===== src/rtl/srio_pkg.sv =====
// Shared definitions for the SRIO receive-path blocks.
//   - HELLO header FTYPE/TTYPE code points and header field bit positions
//   - route_t: where a classified packet goes
//   - state_t: treq router packet-tracking states
//   - beat_t:  one AXI4-Stream beat payload (tdata/tkeep/tlast/tuser)
//   - classify(): header FTYPE/TTYPE -> route decision
package srio_pkg;

  localparam int DATA_W = 64;
  localparam int KEEP_W = 8;
  localparam int USER_W = 32;

  // HELLO header field positions within the 64-bit header beat.
  localparam int TID_MSB   = 63;
  localparam int TID_LSB   = 56;
  localparam int FTYPE_MSB = 55;
  localparam int FTYPE_LSB = 52;
  localparam int TTYPE_MSB = 51;
  localparam int TTYPE_LSB = 48;
  localparam int SIZE_MSB  = 43;
  localparam int SIZE_LSB  = 36;
  localparam int ADDR_MSB  = 33;
  localparam int ADDR_LSB  = 0;

  localparam logic [3:0] FTYPE_DOORBELL = 4'hA;
  localparam logic [3:0] FTYPE_NWRITE   = 4'h5;
  localparam logic [3:0] FTYPE_SWRITE   = 4'h6;
  localparam logic [3:0] TTYPE_NWRITE   = 4'h4;
  localparam logic [3:0] TTYPE_NWRITE_R = 4'h5;

  typedef enum logic [1:0] {
    ROUTE_DB,
    ROUTE_NW,
    ROUTE_DROP
  } route_t;

  typedef enum logic [1:0] {
    ST_HDR,
    ST_FWD_DB,
    ST_FWD_NW,
    ST_DROP
  } state_t;

  typedef struct packed {
    logic [DATA_W-1:0] data;
    logic [KEEP_W-1:0] keep;
    logic              last;
    logic [USER_W-1:0] user;
  } beat_t;

  // Header classification. The FTYPE code points are passed in so each
  // router instance can be retargeted through its parameters.
  function automatic route_t classify(input logic [3:0] ftype,
                                      input logic [3:0] ttype,
                                      input logic [3:0] db_ftype,
                                      input logic [3:0] nw_ftype,
                                      input logic [3:0] sw_ftype,
                                      input logic       route_sw);
    if (ftype == db_ftype)
      return ROUTE_DB;
    if ((ftype == nw_ftype) && ((ttype == TTYPE_NWRITE) || (ttype == TTYPE_NWRITE_R)))
      return ROUTE_NW;
    if ((ftype == sw_ftype) && route_sw)
      return ROUTE_NW;
    return ROUTE_DROP;
  endfunction

endpackage


===== src/rtl/axis_reg_slice.sv =====
// One-entry AXI4-Stream register slice.
//   aclk, aresetn        : clock, asynchronous active-low reset
//   s_valid/s_ready/s_beat : upstream side; s_ready = slot empty or draining
//   m_valid/m_ready/m_beat : downstream side, fully registered
// Data is held stable while m_valid=1 and m_ready=0; m_valid only drops
// after a completed handshake.
module axis_reg_slice
  import srio_pkg::*;
(
  input  logic  aclk,
  input  logic  aresetn,
  input  logic  s_valid,
  output logic  s_ready,
  input  beat_t s_beat,
  output logic  m_valid,
  input  logic  m_ready,
  output beat_t m_beat
);

  assign s_ready = !m_valid || m_ready;

  // NOTE: sequential state uses non-blocking assignments so every flop
  // samples pre-edge values regardless of process ordering.
  always_ff @(posedge aclk or negedge aresetn) begin
    if (!aresetn) begin
      m_valid <= 1'b0;
      // NOTE: the payload register is reset too so the port shows zeros
      // out of reset; it is a single entry, not a memory array.
      m_beat  <= '0;
    end else if (s_valid && s_ready) begin
      m_valid <= 1'b1;
      m_beat  <= s_beat;
    end else if (m_ready) begin
      m_valid <= 1'b0;
    end
  end

endmodule


===== src/rtl/srio_treq_router.sv =====
// SRIO treq router: classifies each HELLO-format packet on its header beat
// and forwards the whole packet to the doorbell port, the nwrite port, or
// discards it. Keeps saturating per-class packet counters.
//   aclk, aresetn            : clock, asynchronous active-low reset
//   s_axis_treq_*            : treq stream from the SRIO core
//   m_axis_db_*              : doorbell engine stream (registered)
//   m_axis_nw_*              : nwrite/swrite engine stream (registered)
//   db_cnt, nw_cnt, drop_cnt : saturating packet counters
//   drop_pulse               : one-cycle pulse per dropped packet
module srio_treq_router
  import srio_pkg::*;
#(
  parameter logic [3:0] C_DB_FTYPE     = FTYPE_DOORBELL,
  parameter logic [3:0] C_NW_FTYPE     = FTYPE_NWRITE,
  parameter logic [3:0] C_SW_FTYPE     = FTYPE_SWRITE,
  parameter bit         C_ROUTE_SWRITE = 1'b1,
  parameter int         C_CNT_W        = 16
) (
  input  logic               aclk,
  input  logic               aresetn,
  input  logic               s_axis_treq_tvalid,
  output logic               s_axis_treq_tready,
  input  logic [63:0]        s_axis_treq_tdata,
  input  logic [7:0]         s_axis_treq_tkeep,
  input  logic               s_axis_treq_tlast,
  input  logic [31:0]        s_axis_treq_tuser,
  output logic               m_axis_db_tvalid,
  input  logic               m_axis_db_tready,
  output logic [63:0]        m_axis_db_tdata,
  output logic [7:0]         m_axis_db_tkeep,
  output logic               m_axis_db_tlast,
  output logic [31:0]        m_axis_db_tuser,
  output logic               m_axis_nw_tvalid,
  input  logic               m_axis_nw_tready,
  output logic [63:0]        m_axis_nw_tdata,
  output logic [7:0]         m_axis_nw_tkeep,
  output logic               m_axis_nw_tlast,
  output logic [31:0]        m_axis_nw_tuser,
  output logic [C_CNT_W-1:0] db_cnt,
  output logic [C_CNT_W-1:0] nw_cnt,
  output logic [C_CNT_W-1:0] drop_cnt,
  output logic               drop_pulse
);

  state_t state, next_state;
  route_t hdr_route, cur_route;
  beat_t  in_beat, db_beat, nw_beat;
  logic   run;
  logic   db_s_ready, nw_s_ready;
  logic   accept, hdr_accept, db_load, nw_load;

  assign in_beat = '{data: s_axis_treq_tdata, keep: s_axis_treq_tkeep,
                     last: s_axis_treq_tlast, user: s_axis_treq_tuser};

  assign hdr_route = classify(s_axis_treq_tdata[FTYPE_MSB:FTYPE_LSB],
                              s_axis_treq_tdata[TTYPE_MSB:TTYPE_LSB],
                              C_DB_FTYPE, C_NW_FTYPE, C_SW_FTYPE, C_ROUTE_SWRITE);

  // Holds tready low during reset and for the first cycle after release,
  // so no beat is taken before the FSM is known to be in HDR.
  always_ff @(posedge aclk or negedge aresetn) begin
    if (!aresetn) run <= 1'b0;
    else          run <= 1'b1;
  end

  always_ff @(posedge aclk or negedge aresetn) begin
    if (!aresetn) state <= ST_HDR;
    else          state <= next_state;
  end

  // NOTE: every signal assigned here gets a default first, so no path
  // through the case statements can infer a latch.
  always_comb begin
    next_state         = state;
    cur_route          = hdr_route;
    s_axis_treq_tready = 1'b0;

    case (state)
      ST_FWD_DB: cur_route = ROUTE_DB;
      ST_FWD_NW: cur_route = ROUTE_NW;
      ST_DROP:   cur_route = ROUTE_DROP;
      default:   cur_route = hdr_route;
    endcase

    // Only the slot this beat is headed for can stall the input; drops
    // never stall.
    case (cur_route)
      ROUTE_DB: s_axis_treq_tready = run && db_s_ready;
      ROUTE_NW: s_axis_treq_tready = run && nw_s_ready;
      default:  s_axis_treq_tready = run;
    endcase

    if (s_axis_treq_tvalid && s_axis_treq_tready) begin
      if (s_axis_treq_tlast) begin
        next_state = ST_HDR;
      end else if (state == ST_HDR) begin
        case (hdr_route)
          ROUTE_DB: next_state = ST_FWD_DB;
          ROUTE_NW: next_state = ST_FWD_NW;
          default:  next_state = ST_DROP;
        endcase
      end
    end
  end

  assign accept     = s_axis_treq_tvalid && s_axis_treq_tready;
  assign hdr_accept = accept && (state == ST_HDR);
  assign db_load    = accept && (cur_route == ROUTE_DB);
  assign nw_load    = accept && (cur_route == ROUTE_NW);

  always_ff @(posedge aclk or negedge aresetn) begin
    if (!aresetn) begin
      db_cnt     <= '0;
      nw_cnt     <= '0;
      drop_cnt   <= '0;
      drop_pulse <= 1'b0;
    end else begin
      drop_pulse <= hdr_accept && (hdr_route == ROUTE_DROP);
      if (hdr_accept) begin
        case (hdr_route)
          ROUTE_DB: if (db_cnt   != '1) db_cnt   <= db_cnt   + C_CNT_W'(1);
          ROUTE_NW: if (nw_cnt   != '1) nw_cnt   <= nw_cnt   + C_CNT_W'(1);
          default:  if (drop_cnt != '1) drop_cnt <= drop_cnt + C_CNT_W'(1);
        endcase
      end
    end
  end

  axis_reg_slice u_db_slice (
    .aclk    (aclk),
    .aresetn (aresetn),
    .s_valid (db_load),
    .s_ready (db_s_ready),
    .s_beat  (in_beat),
    .m_valid (m_axis_db_tvalid),
    .m_ready (m_axis_db_tready),
    .m_beat  (db_beat)
  );

  axis_reg_slice u_nw_slice (
    .aclk    (aclk),
    .aresetn (aresetn),
    .s_valid (nw_load),
    .s_ready (nw_s_ready),
    .s_beat  (in_beat),
    .m_valid (m_axis_nw_tvalid),
    .m_ready (m_axis_nw_tready),
    .m_beat  (nw_beat)
  );

  assign m_axis_db_tdata = db_beat.data;
  assign m_axis_db_tkeep = db_beat.keep;
  assign m_axis_db_tlast = db_beat.last;
  assign m_axis_db_tuser = db_beat.user;
  assign m_axis_nw_tdata = nw_beat.data;
  assign m_axis_nw_tkeep = nw_beat.keep;
  assign m_axis_nw_tlast = nw_beat.last;
  assign m_axis_nw_tuser = nw_beat.user;

endmodule


===== config.mk =====
export PLATFORM = sky130hd
export DESIGN_NAME = srio_treq_router
export DESIGN_NICKNAME = d
export VERILOG_FILES = /design/src/rtl/srio_pkg.sv /design/src/rtl/axis_reg_slice.sv /design/src/rtl/srio_treq_router.sv
export SDC_FILE = /design/constraint.sdc
export NUM_CORES = 1
export LEC_CHECK = 0
export CAP_MARGIN = 20
export CORE_ASPECT_RATIO = 2
export CORE_MARGIN = 4
export CORE_UTILIZATION = 45
export CTS_CLUSTER_DIAMETER = 120
export CTS_CLUSTER_SIZE = 28
export DETAILED_ROUTE_END_ITERATION = 16
export PLACE_DENSITY = 0.8
export SLEW_MARGIN = 20
export SYNTH_ARGS = -nofsm -noshare
export SYNTH_HDL_FRONTEND = slang
export SYNTH_SLANG_ARGS = --single-unit

===== constraint.sdc =====
create_clock -name aclk -period 2.5 [get_ports aclk]
set_input_delay 0.625 -clock aclk [delete_from_list [all_inputs] [get_ports aclk]]
set_output_delay 0.625 -clock aclk [all_outputs]
set_load 0.005 [all_outputs]

# --- After elaboration in Yosys (flattened, before gate mapping) ---
# Cells that the tools add are included.
op_classes:
  shifts: 0
  n_mux: 21
  n_addsub: 3
  bitwise: 1
  n_lt_le_gt_ge: 0
  n_mul: 0
  n_reduce_logical: 26
  n_eq_ne: 14
  div_mod_pow: 0
op_table:
  columns: ["op", "count"]
  rows:
  - ["adder 16 x 1 -> 16 bit (second input constant)", 3]
  - ["!= test 16 bit (second input constant)", 3]
  - ["== test 4 x 3 -> 1 bit (second input constant)", 4]
  - ["two-way mux 2 bit", 8]
  - ["logical AND 1 bit", 10]
  - ["two-way mux 1 bit", 10]
  - ["AND reduction 3 bit", 3]
  - ["== test 2 x 1 -> 1 bit (second input constant)", 3]
  - ["== test 2 bit (second input constant)", 3]
  - ["zero test 2 bit", 3]
  - ["one-hot mux 2 bit (3 select lines)", 1]
  - ["nonzero test 2 bit", 3]
  - ["== test 4 bit (second input constant)", 1]
  - ["one-hot mux 2 bit (2 select lines)", 1]
  - ["logical OR 1 bit", 3]
  - ["zero test 1 bit", 2]
  - ["one-hot mux 1 bit (2 select lines)", 1]
  - ["AND reduction 2 bit", 1]
  - ["OR reduction 2 bit", 1]
  - ["inverter 1 bit", 1]
totals:
  latch_bits: 0
  n_memories: 0
  ramBits: 0
  rom_bits: 0
  wordCells: 81
  out_inout_bits: 262
  input_bits: 110
  regBits: 264

# --- Logic depth before layout (Yosys ltp) ---
# Gate-level depths: netlist of the first run.
depth:
  word_depth: 17
  ltp_mapped: 7
  depth_no_buf: 6

# --- Hierarchy ---
# A second synthesis of the first run with hierarchy kept.
hier_totals:
  hier_cells: 701
  area_unflattened_um2: 10954.3
by_module_without_submodules:
  columns: ["module", "seq_area_each_um2", "cells_each", "n_inst", "area_per_inst_um2"]
  rows:
  - ["axis_reg_slice", 2652.5, 225, 2, 4141.5]
  - ["srio_treq_router", 1301.2, 251, 1, 2671.3]

# --- Worst setup path after synthesis of the first run ---
# OpenSTA, ideal clock, no wires.
synth_path:
  path_kind: "input to register"
  from: "input s_axis_treq_tdata[55]"
  to: "register u_db_slice.m_beat[0] (netlist name)"
  arrival_ns: 2.339
  path_slack_ns: 0.036
  setup_ns: 0.125
  cell_stages: 7
  path_buffers: 2
  t_required_ns: 2.375
  path_cell_list: "or4b_1 o211a_4 o211ai_4 nor3_2 buf_6 buf_6 mux2_4"
synth_via:
  elab_chain_len: 13
  elab_cells_between_ends: 22
  classes_between: "eq/ne (4); mux (13); reduce/logical (5)"
synth_rtl:
  columns: ["element", "line_no", "source"]
  rows:
  - ["from (decl)", "srio_treq_router.sv:23", "input logic [63:0] s_axis_treq_tdata,"]
  - ["== test 4 x 3 -> 1 bit (on tied branches)", "srio_pkg.sv:63, srio_pkg.sv:61", null]
  - ["two-way mux 1 bit / logical AND 1 bit (equally long branches)", "srio_pkg.sv:63, srio_pkg.sv:61", null]
  - ["two-way mux 1 bit / two-way mux 2 bit (equally long branches)", "srio_pkg.sv:63, srio_pkg.sv:61", null]
  - ["two-way mux 1 bit / two-way mux 2 bit (equally long branches)", "srio_pkg.sv:61, srio_pkg.sv:63", null]
  - ["two-way mux 2 bit", "srio_pkg.sv:65", "return ROUTE_DROP;"]
  - ["two-way mux 2 bit", "srio_pkg.sv:63", "if ((ftype == sw_ftype) && route_sw)"]
  - ["two-way mux 2 bit (*)", "srio_pkg.sv:61", "if ((ftype == nw_ftype) && ((ttype == TTYPE_NWRITE) || (ttype == TTYPE_NWRITE_R)))"]
  - ["one-hot mux 2 bit (3 select lines) (*)", "srio_treq_router.sv:78", "case (state)"]
  - ["== test 2 x 1 -> 1 bit / zero test 2 bit (equally long branches)", "srio_treq_router.sv:87, srio_treq_router.sv:108", null]
  - ["one-hot mux 1 bit (2 select lines)", "srio_treq_router.sv:87", "case (cur_route)"]
  - ["logical AND 1 bit", "srio_treq_router.sv:106", "assign accept = s_axis_treq_tvalid && s_axis_treq_tready;"]
  - ["logical AND 1 bit (*)", "srio_treq_router.sv:108", "assign db_load = accept && (cur_route == ROUTE_DB);"]
  - ["logical AND 1 bit (*)", "axis_reg_slice.sv:30", "end else if (s_valid && s_ready) begin"]
  - ["to (signal assigned)", "axis_reg_slice.sv:32", "m_beat <= s_beat;"]
  - ["to (decl)", "axis_reg_slice.sv:17", "output beat_t m_beat"]
# Mark *: on every way between the ends. The rest lies on a longest branch, timed or not. The select of a mux whose other input is x is not followed.
# A chain may end at the register's enable or synchronous reset.

# --- Worst setup path in the final report of the first run ---
layout_path:
  from: "input s_axis_treq_tdata[55]"
  to: "output s_axis_treq_tready"
layout_via:
  elab_chain_len: 10
  elab_cells_between_ends: 19
  classes_between: "eq/ne (4); mux (13); reduce/logical (2)"
layout_rtl:
  columns: ["element", "line_no", "source"]
  rows:
  - ["== test 4 x 3 -> 1 bit (on tied branches)", "srio_pkg.sv:63, srio_pkg.sv:61", null]
  - ["two-way mux 1 bit / logical AND 1 bit (equally long branches)", "srio_pkg.sv:63, srio_pkg.sv:61", null]
  - ["two-way mux 1 bit / two-way mux 2 bit (equally long branches)", "srio_pkg.sv:63, srio_pkg.sv:61", null]
  - ["two-way mux 1 bit / two-way mux 2 bit (equally long branches)", "srio_pkg.sv:61, srio_pkg.sv:63", null]
  - ["two-way mux 2 bit", "srio_pkg.sv:65", null]
  - ["two-way mux 2 bit", "srio_pkg.sv:63", null]
  - ["two-way mux 2 bit (*)", "srio_pkg.sv:61", null]
  - ["one-hot mux 2 bit (3 select lines) (*)", "srio_treq_router.sv:78", null]
  - ["== test 2 x 1 -> 1 bit / zero test 2 bit (equally long branches)", "srio_treq_router.sv:87", null]
  - ["one-hot mux 1 bit (2 select lines) (*)", "srio_treq_router.sv:87", null]
  - ["to (decl)", "srio_treq_router.sv:22", "output logic s_axis_treq_tready,"]
# Marked as above.

==> flow_summary.json, run 1 <==
{
  "synthesis.area_um2": 10580,
  "synth_ff_type": "dfrtp_1",
  "path_depth": 5,
  "synth_seq_cells": 264,
  "critPathArrivalTime_ns": 1.87,
  "drive_above_1_share": 0.2652,
  "grt_pass1_wl_um": 44930,
  "pre_cts_ws_ns": -0.8475,
  "cp_top_family": "simple AND/OR/NAND/NOR gates",
  "drt_first_pass_iters": 4,
  "insertion_delay_ns": 0.48,
  "p_comb_frac": 0.422,
  "final.setup.tns_ns": 0,
  "rsz0062_at_grt": "yes",
  "net-switching-power_mw": 4.409,
  "worst-path-buf-inv": 2,
  "utilization": 0.6588,
  "clk_path_buf_depth": 3,
  "p_total_mw": 16.11,
  "tightestPinTransition_ns": 0.5432,
  "cts_tree": "done",
  "drtAntennaViolNets": 0,
  "p_leak_nw": 6.723,
  "cts_buffers": 13,
  "synthCells": 699,
  "r2r_cells": 7,
  "cp_max_fo": 3,
  "place.gp.congestion": 0.8435,
  "setup.worst_path.end": "s_axis_treq_tready",
  "via_count": 7175,
  "yosysSeqAreaShare": 0.6244,
  "holdBufCountCts": 0,
  "timing.rr.end": "u_nw_slice.m_beat[15]$_DFFE_PN0P_",
  "start_kind": "primary input",
  "cts_root_buf": "clkbuf_16",
  "worst_setup_path_end_kind": "output pin",
  "sw_frac_of_total": 0.2737,
  "final_common_cell": "clkdlybuf4s50_1",
  "dr.first_iter.drc_count": 333,
  "crit_start": "s_axis_treq_tdata[55]",
  "dieArea_um2": 26180,
  "grt_overflow_total": 0,
  "synth_fp_nets": 812,
  "routed_wl_um": 29010,
  "post-synth-top-area-cell": "dfrtp_1",
  "synth_cell_types": 40,
  "cp_slowest_stage_delay_ns": 0.54,
  "wire_per_inst_um": 20.88,
  "criticalPathCategory": "in2out",
  "io_pins": 372,
  "antenna_found_initial": 1,
  "h-tree-depth": 1,
  "grt_max_degree": 67,
  "ir_drop_mv": 0.7872,
  "fin_crit_sh": 0.9988,
  "synth-edff-count": 0,
  "rows": 79,
  "clock-sinks": 264,
  "dp_hpwl_um": 22280,
  "synth_top_area_frac": 0.6244,
  "final_cells": 1389,
  "crit_chain": "buf_8 -> or4b_4 -> o211a_4 -> o211a_1 -> buf_2",
  "dp.cells": 1371,
  "worst_slack_ns": 0.002954,
  "layout_common_cells": "362 x clkdlybuf4s50_1, 264 x dfrtp_1, 174 x mux2_2",
  "final.fill_count": 1725,
  "io_buffers": 371,
  "hold_viol": 0,
  "syn_avg_cell_area_um2": 15.14,
  "gr-usage-all-layers": 0.2220,
  "maxSlewHeadroom": 0.6379,
  "yosysWarnings": 0,
  "drv_slew": 0,
  "status": "finished, final reports clean",
  "skew_ns": 0.01720,
  "async_reset_ff_frac": 1.000,
  "die_w_um": 116.4,
  "area_growth_pct": 44.63,
  "r2r_slack_ns": 0.32,
  "p_clk_frac": 0.140,
  "clk_pin_slew_worst_paths_ns": 0.11,
  "finalWorstPathRequiredPeriod_ns": 2.497,
  "internal-power_mw": 11.70,
  "cp.required_ns": 1.88,
  "nNetsFinal": 1219,
  "core_um2": 23230,
  "min_path_type": "in2async",
  "r2r_start": "state[0]$_DFFE_PN0P_",
  "crit_slowest_cell": "or4b_4",
  "drv_cap": 0,
  "grt_pass1_vias": 7871,
  "p_seq_frac": 0.438,
  "drc": 0,
  "fmax_mhz": 400.5,
  "powerDensity_nw_per_um2": 1053,
  "start_util": 0.4555,
  "die_h_um": 224.8,
  "via_per_inst": 5.166,
  "setup_viol": 0,
  "synth_area_leaders": "dfrtp_1 62%, mux2_2 19%, mux2_4 5.5%"
}
-- layer usage --
layer	wire length, um	up-vias	GRT usage
met3	1820	49	0.04496
met1	9973	3602	0.2433
met5	0	-	0
li1	-	3275	-
met2	16130	249	0.4114
met4	1083	0	0.08280
-- worst min path at each step --
stage | start | to | depth (start not counted)
after floorplan | aresetn | db_cnt[0]$_DFFE_PN0P_ | 0
after global placement | nw_cnt[6]$_DFFE_PN0P_ | nw_cnt[6]$_DFFE_PN0P_ | 1
after detailed placement | nw_cnt[6]$_DFFE_PN0P_ | nw_cnt[6]$_DFFE_PN0P_ | 1
after CTS | aresetn | nw_cnt[1]$_DFFE_PN0P_ | 1
after global routing | aresetn | nw_cnt[1]$_DFFE_PN0P_ | 1
final | aresetn | nw_cnt[1]$_DFFE_PN0P_ | 1
-- cell usage after synthesis, types with 5 or more instances --
cell	n
mux2_2	174
buf_6	5
nand2_1	17
and3_1	9
inv_1	10
xor2_1	33
dfrtp_1	264
or2_2	5
buf_2	17
nor3_1	21
nand3_1	18
xnor2_1	12
nand4_1	12
mux2_4	39
nor4_1	12
nor2_1	14
-- registers in the layout, indices dropped and copies added, names as in the netlist --
register,flops
u_db_slice.m_beat,105
u_nw_slice.m_beat,105
db_cnt,16
drop_cnt,16
nw_cnt,16
state,2
drop_pulse,1
run,1
u_db_slice.m_valid,1
u_nw_slice.m_valid,1
-- layout make-up --
cell class                 count  area, um^2  share of cell area
inverter                      10       37.54            0.002453
clock inverter                 1       16.27            0.001063
clock buffer                  13       325.3             0.02126
sequential                   264        6606              0.4317
multi-input combinational    398        3790              0.2477
timing repair buffer         419        4170              0.2725
antenna                        1       2.502           0.0001635
tap                          283       354.1             0.02314
-- stage by stage --
step / hold slack, ns / instance area, um^2
floorplan: 0.3294 / 10580
global placement: 0.4754 / 14940
detailed placement: 0.4795 / 14940
CTS: 0.09195 / 15290
global route: 0.1162 / 15300
finish: 0.08353 / 15300
-- power groups by stage --
| stage | clock network, mW | logic, mW | registers (mW) |
|---|---|---|---|
| floorplan | 0 | 2.04 | 7.15 |
| global placement | 0 | 6.78 | 7.03 |
| detailed placement | 0 | 6.90 | 7.12 |
| CTS | 2.37 | 6.93 | 7.07 |
| global route | 2.51 | 7.24 | 7.28 |
| finish | 2.26 | 6.80 | 7.06 |
-- kinds of logic (layout without fill, tap and decap cells) --
kind of cell | Yosys count | count (layout) | synth area share
other | 1 | 2 | 0.0003544
multiplexers | 213 | 213 | 0.2405
AND/OR/NAND/NOR | 123 | 123 | 0.06398
buffers and inverters | 37 | 443 | 0.01904
flip-flops | 264 | 264 | 0.6244
adder cells (fa/ha/maj) | 3 | 3 | 0.003548
XOR/XNOR | 45 | 45 | 0.03725
AO/OA/AOI/OAI | 13 | 13 | 0.01088
-- what timing repair did --
action                                  4_1_cts  5_1_grt
setup buffers                                 2        1
resized for setup                            20        9
pin swaps                                     5        5
endpoints found under the setup margin      216        1
Power figures use the tool's default switching activity.
==> run 2: changes to the inputs <==
- ABC_AREA: not set -> 1
- ABC_CLOCK_PERIOD_IN_PS: not set -> 2500
- CORE_UTILIZATION: 45 -> 46
==> run 2 against run 1 <==
Effect of this change:
- synthesized cell count grew 73%
- first-iteration DRC count is 97% higher
- combinational power about the same
- sequential power barely moved
- fmax is 1.9% higher
- clock skew increased by 0.021 ns
- sequential share of layout area shrank 1.4 points
==> flow_summary.json, run 2 <==
{
  "synth-edff-count": 0,
  "place.gp.congestion": 0.8765,
  "post-synth-top-area-cell": "dfrtp_1",
  "dieArea_um2": 26910,
  "skew_ns": 0.03785,
  "cp_max_fo": 2,
  "crit_slowest_cell": "dlygate4sd2_1",
  "whs_ns": 0.07422,
  "grt.busiest_layer": "met2",
  "cts_root_buf": "clkbuf_16",
  "p_leak_nw": 7.437,
  "synth_cell_types": 31,
  "status": "finished, final reports clean",
  "rows": 80,
  "dp.cells": 1862,
  "yosysSeqAreaShare": 0.5933,
  "die_h_um": 228.0,
  "insertion_delay_ns": 0.50,
  "drc": 0,
  "area_growth_pct": 42.01,
  "layout_common_cells": "362 x clkdlybuf4s50_1, 349 x nand2_1, 264 x dfrtp_1",
  "routed_wl_um": 33270,
  "antenna_found_initial": 5,
  "setup_viol": 0,
  "io_buffers": 371,
  "io_pins": 372,
  "via_count": 9641,
  "pre_cts_ws_ns": -0.3931,
  "core_um2": 23820,
  "grt_overflow_total": 0,
  "crit_chain": "dlygate4sd2_1 -> inv_2 -> nand2_1 -> nor2_2 -> buf_6 -> nand2_2 -> nand3_4 -> nand3_4 -> nand2_4 -> inv_1 -> dlygate4sd2_1",
  "synth_seq_cells": 264,
  "fin_crit_sh": 0.9803,
  "via_per_inst": 5.120,
  "cts_tree": "done",
  "tightestPinTransition_ns": 0.6020,
  "final_common_cell": "clkdlybuf4s50_1",
  "clock-sinks": 264,
  "drv_cap": 0,
  "grt_pass1_wl_um": 53190,
  "gr-usage-all-layers": 0.2453,
  "crit_start": "s_axis_treq_tdata[49]",
  "cp_top_family": "buffers and inverters",
  "synth.most_common_cell": "nand2_1",
  "finalWorstPathRequiredPeriod_ns": 2.451,
  "grt_use_met3": 0.04140,
  "r2r_start": "state[0]$_DFFE_PN0P_",
  "synthesis.area_um2": 11140,
  "drv_slew": 0,
  "yosysWarnings": 0,
  "grt_util_met2": 0.4556,
  "r2r_cells": 14,
  "ir_drop_mv": 0.6853,
  "grt_max_degree": 68,
  "final_cells": 1883,
  "synth_ff_type": "dfrtp_1",
  "start_kind": "primary input",
  "criticalPathCategory": "in2out",
  "worst_setup_path_end_kind": "output pin",
  "setup.worst_path.end": "s_axis_treq_tready",
  "ys_top_cells_by_count": "350 x nand2_1, 264 x dfrtp_1, 215 x o21ai_1",
  "fmax_mhz": 408.0,
  "reg_top3": "u_db_slice.m_beat (105), u_nw_slice.m_beat (105)",
  "clk_pin_slew_worst_paths_ns": 0.10,
  "drtAntennaViolNets": 0,
  "cp.required_ns": 1.88,
  "drt_first_pass_iters": 5,
  "wire_per_inst_um": 17.67,
  "p_total_mw": 16.13,
  "async_reset_ff_frac": 1.000,
  "timing.rr.end": "u_nw_slice.m_beat[64]$_DFFE_PN0P_",
  "worst-path-buf-inv": 5,
  "met1_usage": 0.2737,
  "r2r_slack_ns": 0.32,
  "cp_slowest_stage_delay_ns": 0.25,
  "grt_pass1_vias": 9835,
  "hold_viol": 0,
  "dp_hpwl_um": 25250,
  "critPathArrivalTime_ns": 1.83,
  "dr.first_iter.drc_count": 657,
  "start_util": 0.4674,
  "worst_slack_ns": 0.04927,
  "clk_path_buf_depth": 3,
  "synthCells": 1210,
  "nNetsFinal": 1708,
  "die_w_um": 118.0,
  "syn_avg_cell_area_um2": 9.203,
  "h-tree-depth": 1,
  "synth_fp_nets": 1323,
  "synth_area_leaders": "dfrtp_1 59%, nand2_1 12%, o21ai_1 9.7%",
  "powerDensity_nw_per_um2": 1020,
  "holdBufCountCts": 0,
  "maxSlewHeadroom": 0.5987,
  "min_path_type": "in2async",
  "drive_above_1_share": 0.06336,
  "path_depth": 11,
  "cts_buffers": 13,
  "synth_top_area_frac": 0.5933
}
run 2: changes by cell type after synthesis, moves of 21 or more:
cell	delta
mux2_4	-39
nand3_1	+28
nand2_1	+333
o21ai_1	+215
nor2_1	+21
mux2_2	-174
inv_1	+121
run 2: routing by layer:
layer,up-vias,share of wire
li1,4610,-
met1,4558,0.36
met2,382,0.54
met3,85,0.056
met4,6,0.047
met5,-,0.0013
run 2: report_power, final:
group,internal [mW],switching (mW),leakage [nW]
clock network,0.962,1.32,0.168
registers,6.00,1.07,3.36
logic,4.06,2.73,3.90
run 2: layout make-up:
type	count	area, um^2
Tap cell	287	359.1
Inverter	135	506.7
Multi-Input combinational cell	752	3633
Sequential cell	264	6606
Clock inverter	1	16.27
Timing Repair Buffer	429	4362
Fill cell	1880	8009
Clock buffer	13	325.3
Antenna cell	2	5.005
run 2: worst min-delay path by stage:
| stage | from | to | slack (ns) | cells after the start |
|---|---|---|---|---|
| detailed placement | u_nw_slice.m_beat[19]$_DFFE_PN0P_ | u_nw_slice.m_beat[19]$_DFFE_PN0P_ | 0.47 | 2 |
| floorplan | aresetn | db_cnt[0]$_DFFE_PN0P_ | 0.33 | 0 |
| finish | aresetn | drop_cnt[3]$_DFFE_PN0P_ | 0.07 | 1 |
| CTS | aresetn | drop_cnt[3]$_DFFE_PN0P_ | 0.08 | 1 |
| global placement | u_nw_slice.m_beat[19]$_DFFE_PN0P_ | u_nw_slice.m_beat[19]$_DFFE_PN0P_ | 0.47 | 2 |
| global route | aresetn | drop_cnt[3]$_DFFE_PN0P_ | 0.09 | 1 |
run 2: worst register-to-register path: cells and delay by family (launching register included):
kind            cells  cell delay [ns]
simple gates        7             0.62
buf+inv             6             0.94
flops               1             0.43
compound gates      1             0.07
run 2: kinds of logic (layout without fill, tap and decap cells):
kind of cell               after synthesis  after routing  synth area share
xor gates and xnor gates                41             41           0.03225
DFF                                    264            264            0.5933
adders and majority gates                3              3          0.003371
AOI/OAI and AO/OA                      224            224            0.1012
other                                    1              3         0.0003368
and+or+nand+nor                        483            483            0.1851
buffers and inverters                  194            578           0.08449
run 2: through the flow:
stage	util	setup TNS, ns	cell area, um^2
4_1_cts	0.6626	0	15790
3_3_place_gp	0.6460	-43.91	15390
3_5_place_dp	0.6460	-55.10	15390
5_1_grt	0.6637	-0.03610	15810
2_1_floorplan	-	0	11140
6_report	0.6638	0	15810
run 2: repair_timing:
action,4_1_cts,5_1_grt
setup endpoints to repair,1,1
gates resized for setup,15,5
setup buffers,5,0
pin swaps,7,4
==> run 3: changes to the inputs <==
- ABC_AREA: 1 -> not set
- CORE_MARGIN: 4 -> not set
- CORE_UTILIZATION: 46 -> 45
==> run 3 against run 2 <==
Effect of this change:
- combinational power is essentially flat
- die area shrank 10%
- highest routed layer is now met4
- register-to-register slack lost 0.18 ns
- cell count shrank 26%
- critical path depth shrank 6
- sequential share of layout area grew 1.3 points
- sequential cell count is the same
- clock power is essentially flat
==> flow_summary.json, run 3 (synthesized netlist as in run 1, its figures left out) <==
{
  "ir_drop_mv": 1.053,
  "fin_crit_sh": 0.9883,
  "min_path_type": "in2async",
  "nNetsFinal": 1217,
  "cts_buffers": 13,
  "grt_pass1_vias": 7842,
  "drv_cap": 0,
  "drive_above_1_share": 0.2638,
  "maxSlewHeadroom": 0.5696,
  "rsz0062_at_grt": "yes",
  "hold_viol": 0,
  "grt_overflow_total": 0,
  "clk_pin_slew_worst_paths_ns": 0.10,
  "dieArea_um2": 24170,
  "place.gp.congestion": 0.8526,
  "utilization": 0.6632,
  "drc": 0,
  "cp.required_ns": 1.88,
  "worst_setup_path_end_kind": "output pin",
  "start_util": 0.4574,
  "cp_max_fo": 2,
  "start_kind": "primary input",
  "antenna_found_initial": 0,
  "holdBufCountCts": 0,
  "routed_wl_um": 28450,
  "post_cts_buffers": 0,
  "clk_path_buf_depth": 3,
  "die_h_um": 218.8,
  "cts_root_buf": "clkbuf_16",
  "powerDensity_nw_per_um2": 1050,
  "grt_max_degree": 59,
  "io_pins": 372,
  "fmax_mhz": 404.7,
  "final_common_cell": "clkdlybuf4s50_1",
  "wire_per_inst_um": 20.51,
  "drt_first_pass_iters": 4,
  "h-tree-depth": 1,
  "reg_top3": "u_db_slice.m_beat (105), u_nw_slice.m_beat (105)",
  "cts_tree": "done",
  "critPathArrivalTime_ns": 1.85,
  "io_buffers": 371,
  "r2r_cells": 7,
  "die_w_um": 110.4,
  "insertion_delay_ns": 0.48,
  "grt_pass1_wl_um": 43680,
  "dr.first_iter.drc_count": 333,
  "drtAntennaViolNets": 0,
  "drv_slew": 0,
  "tightestPinTransition_ns": 0.6455,
  "rows": 79,
  "gr-usage-all-layers": 0.2306,
  "p_total_mw": 16.10,
  "status": "finished, final reports clean",
  "via_count": 7202,
  "criticalPathCategory": "in2out",
  "layout_common_cells": "362 x clkdlybuf4s50_1, 264 x dfrtp_1, 174 x mux2_2",
  "setup_viol": 0,
  "clock-sinks": 264,
  "p_leak_nw": 6.717,
  "via_per_inst": 5.193,
  "core_um2": 23130,
  "dp_hpwl_um": 21520,
  "skew_ns": 0.01759,
  "finalWorstPathRequiredPeriod_ns": 2.471,
  "area_growth_pct": 44.97
}
==> run 3: changes by cell type in the layout (fill, tap and decap cells not counted), sizes merged, moves of 12 or more <==
cell,previous run,this run
inv,136,11
nor2,41,14
nor3,10,22
mux2,0,213
o21ai,221,1
nand3,51,19
nand2,354,17
==> run 3: through the flow <==
step	setup slack, ns	setup TNS (ns)	instance area (um^2)	instances	hold slack (ns)
floorplan	0.03560	0	10580	699	0.3294
global placement	-0.6896	-131.77	15010	1372	0.4785
detailed placement	-0.7706	-140.70	15010	1372	0.4844
CTS	0.008241	0	15340	1386	0.07555
global route	-0.004403	-0.004403	15340	1386	0.07704
finish	0.02927	0	15340	1387	0.06906
==> run 3: what timing repair did <==
item / 4_1_cts / 5_1_grt
pin swaps: 5 / 1
gates resized for setup: 29 / 0
endpoints found under the setup margin: 165 / 1
endpoints found under the hold margin: 0 / 0
==> run 3: area by class of cell <==
class	count	area (um^2)
Clock inverter	1	16.27
Inverter	10	37.54
Antenna cell	1	2.502
Multi-Input combinational cell	398	3790
Clock buffer	13	325.3
Fill cell	1786	7791
Tap cell	283	354.1
Timing Repair Buffer	417	4207
Sequential cell	264	6606
==> run 3: worst max-delay path, stage by stage <==
cell,delay (ns)
buf_6,0.09
or4b_4,0.53
o211a_4,0.27
o211a_1,0.21
buf_2,0.12
==> run 3: routing by layer <==
| layer | part of all wire | wire [um] | global-route usage | vias to the layer above |
|---|---|---|---|---|
| met5 | 0 | 0 | 0 | - |
| met4 | 0.053 | 1515 | 0.1191 | 0 |
| met3 | 0.055 | 1554 | 0.04336 | 72 |
| met2 | 0.55 | 15540 | 0.4277 | 261 |
| met1 | 0.35 | 9840 | 0.2466 | 3615 |
| li1 | - | - | - | 3254 |
==> run 3: power by group <==
part | switching [mW] | internal, mW | leakage [nW]
clock | 1.32 | 0.961 | 0.168
sequential | 1.02 | 6.03 | 3.23
combinational | 2.04 | 4.72 | 3.32
==> run 3: path summary, 6_finish.rpt <==
path | from | end | slack, ns
max | s_axis_treq_tdata[51] | s_axis_treq_tready | 0.03
min | aresetn | u_nw_slice.m_beat[40]$_DFFE_PN0P_ | 0.07
max reg2reg | state[1]$_DFFE_PN0P_ | u_db_slice.m_beat[104]$_DFFE_PN0P_ | 0.14
min reg2reg | nw_cnt[6]$_DFFE_PN0P_ | nw_cnt[6]$_DFFE_PN0P_ | 0.50
max in group asynchronous | aresetn | u_db_slice.m_beat[103]$_DFFE_PN0P_ | 1.78
min in group aclk | s_axis_treq_tdata[53] | u_db_slice.m_beat[94]$_DFFE_PN0P_ | 0.39
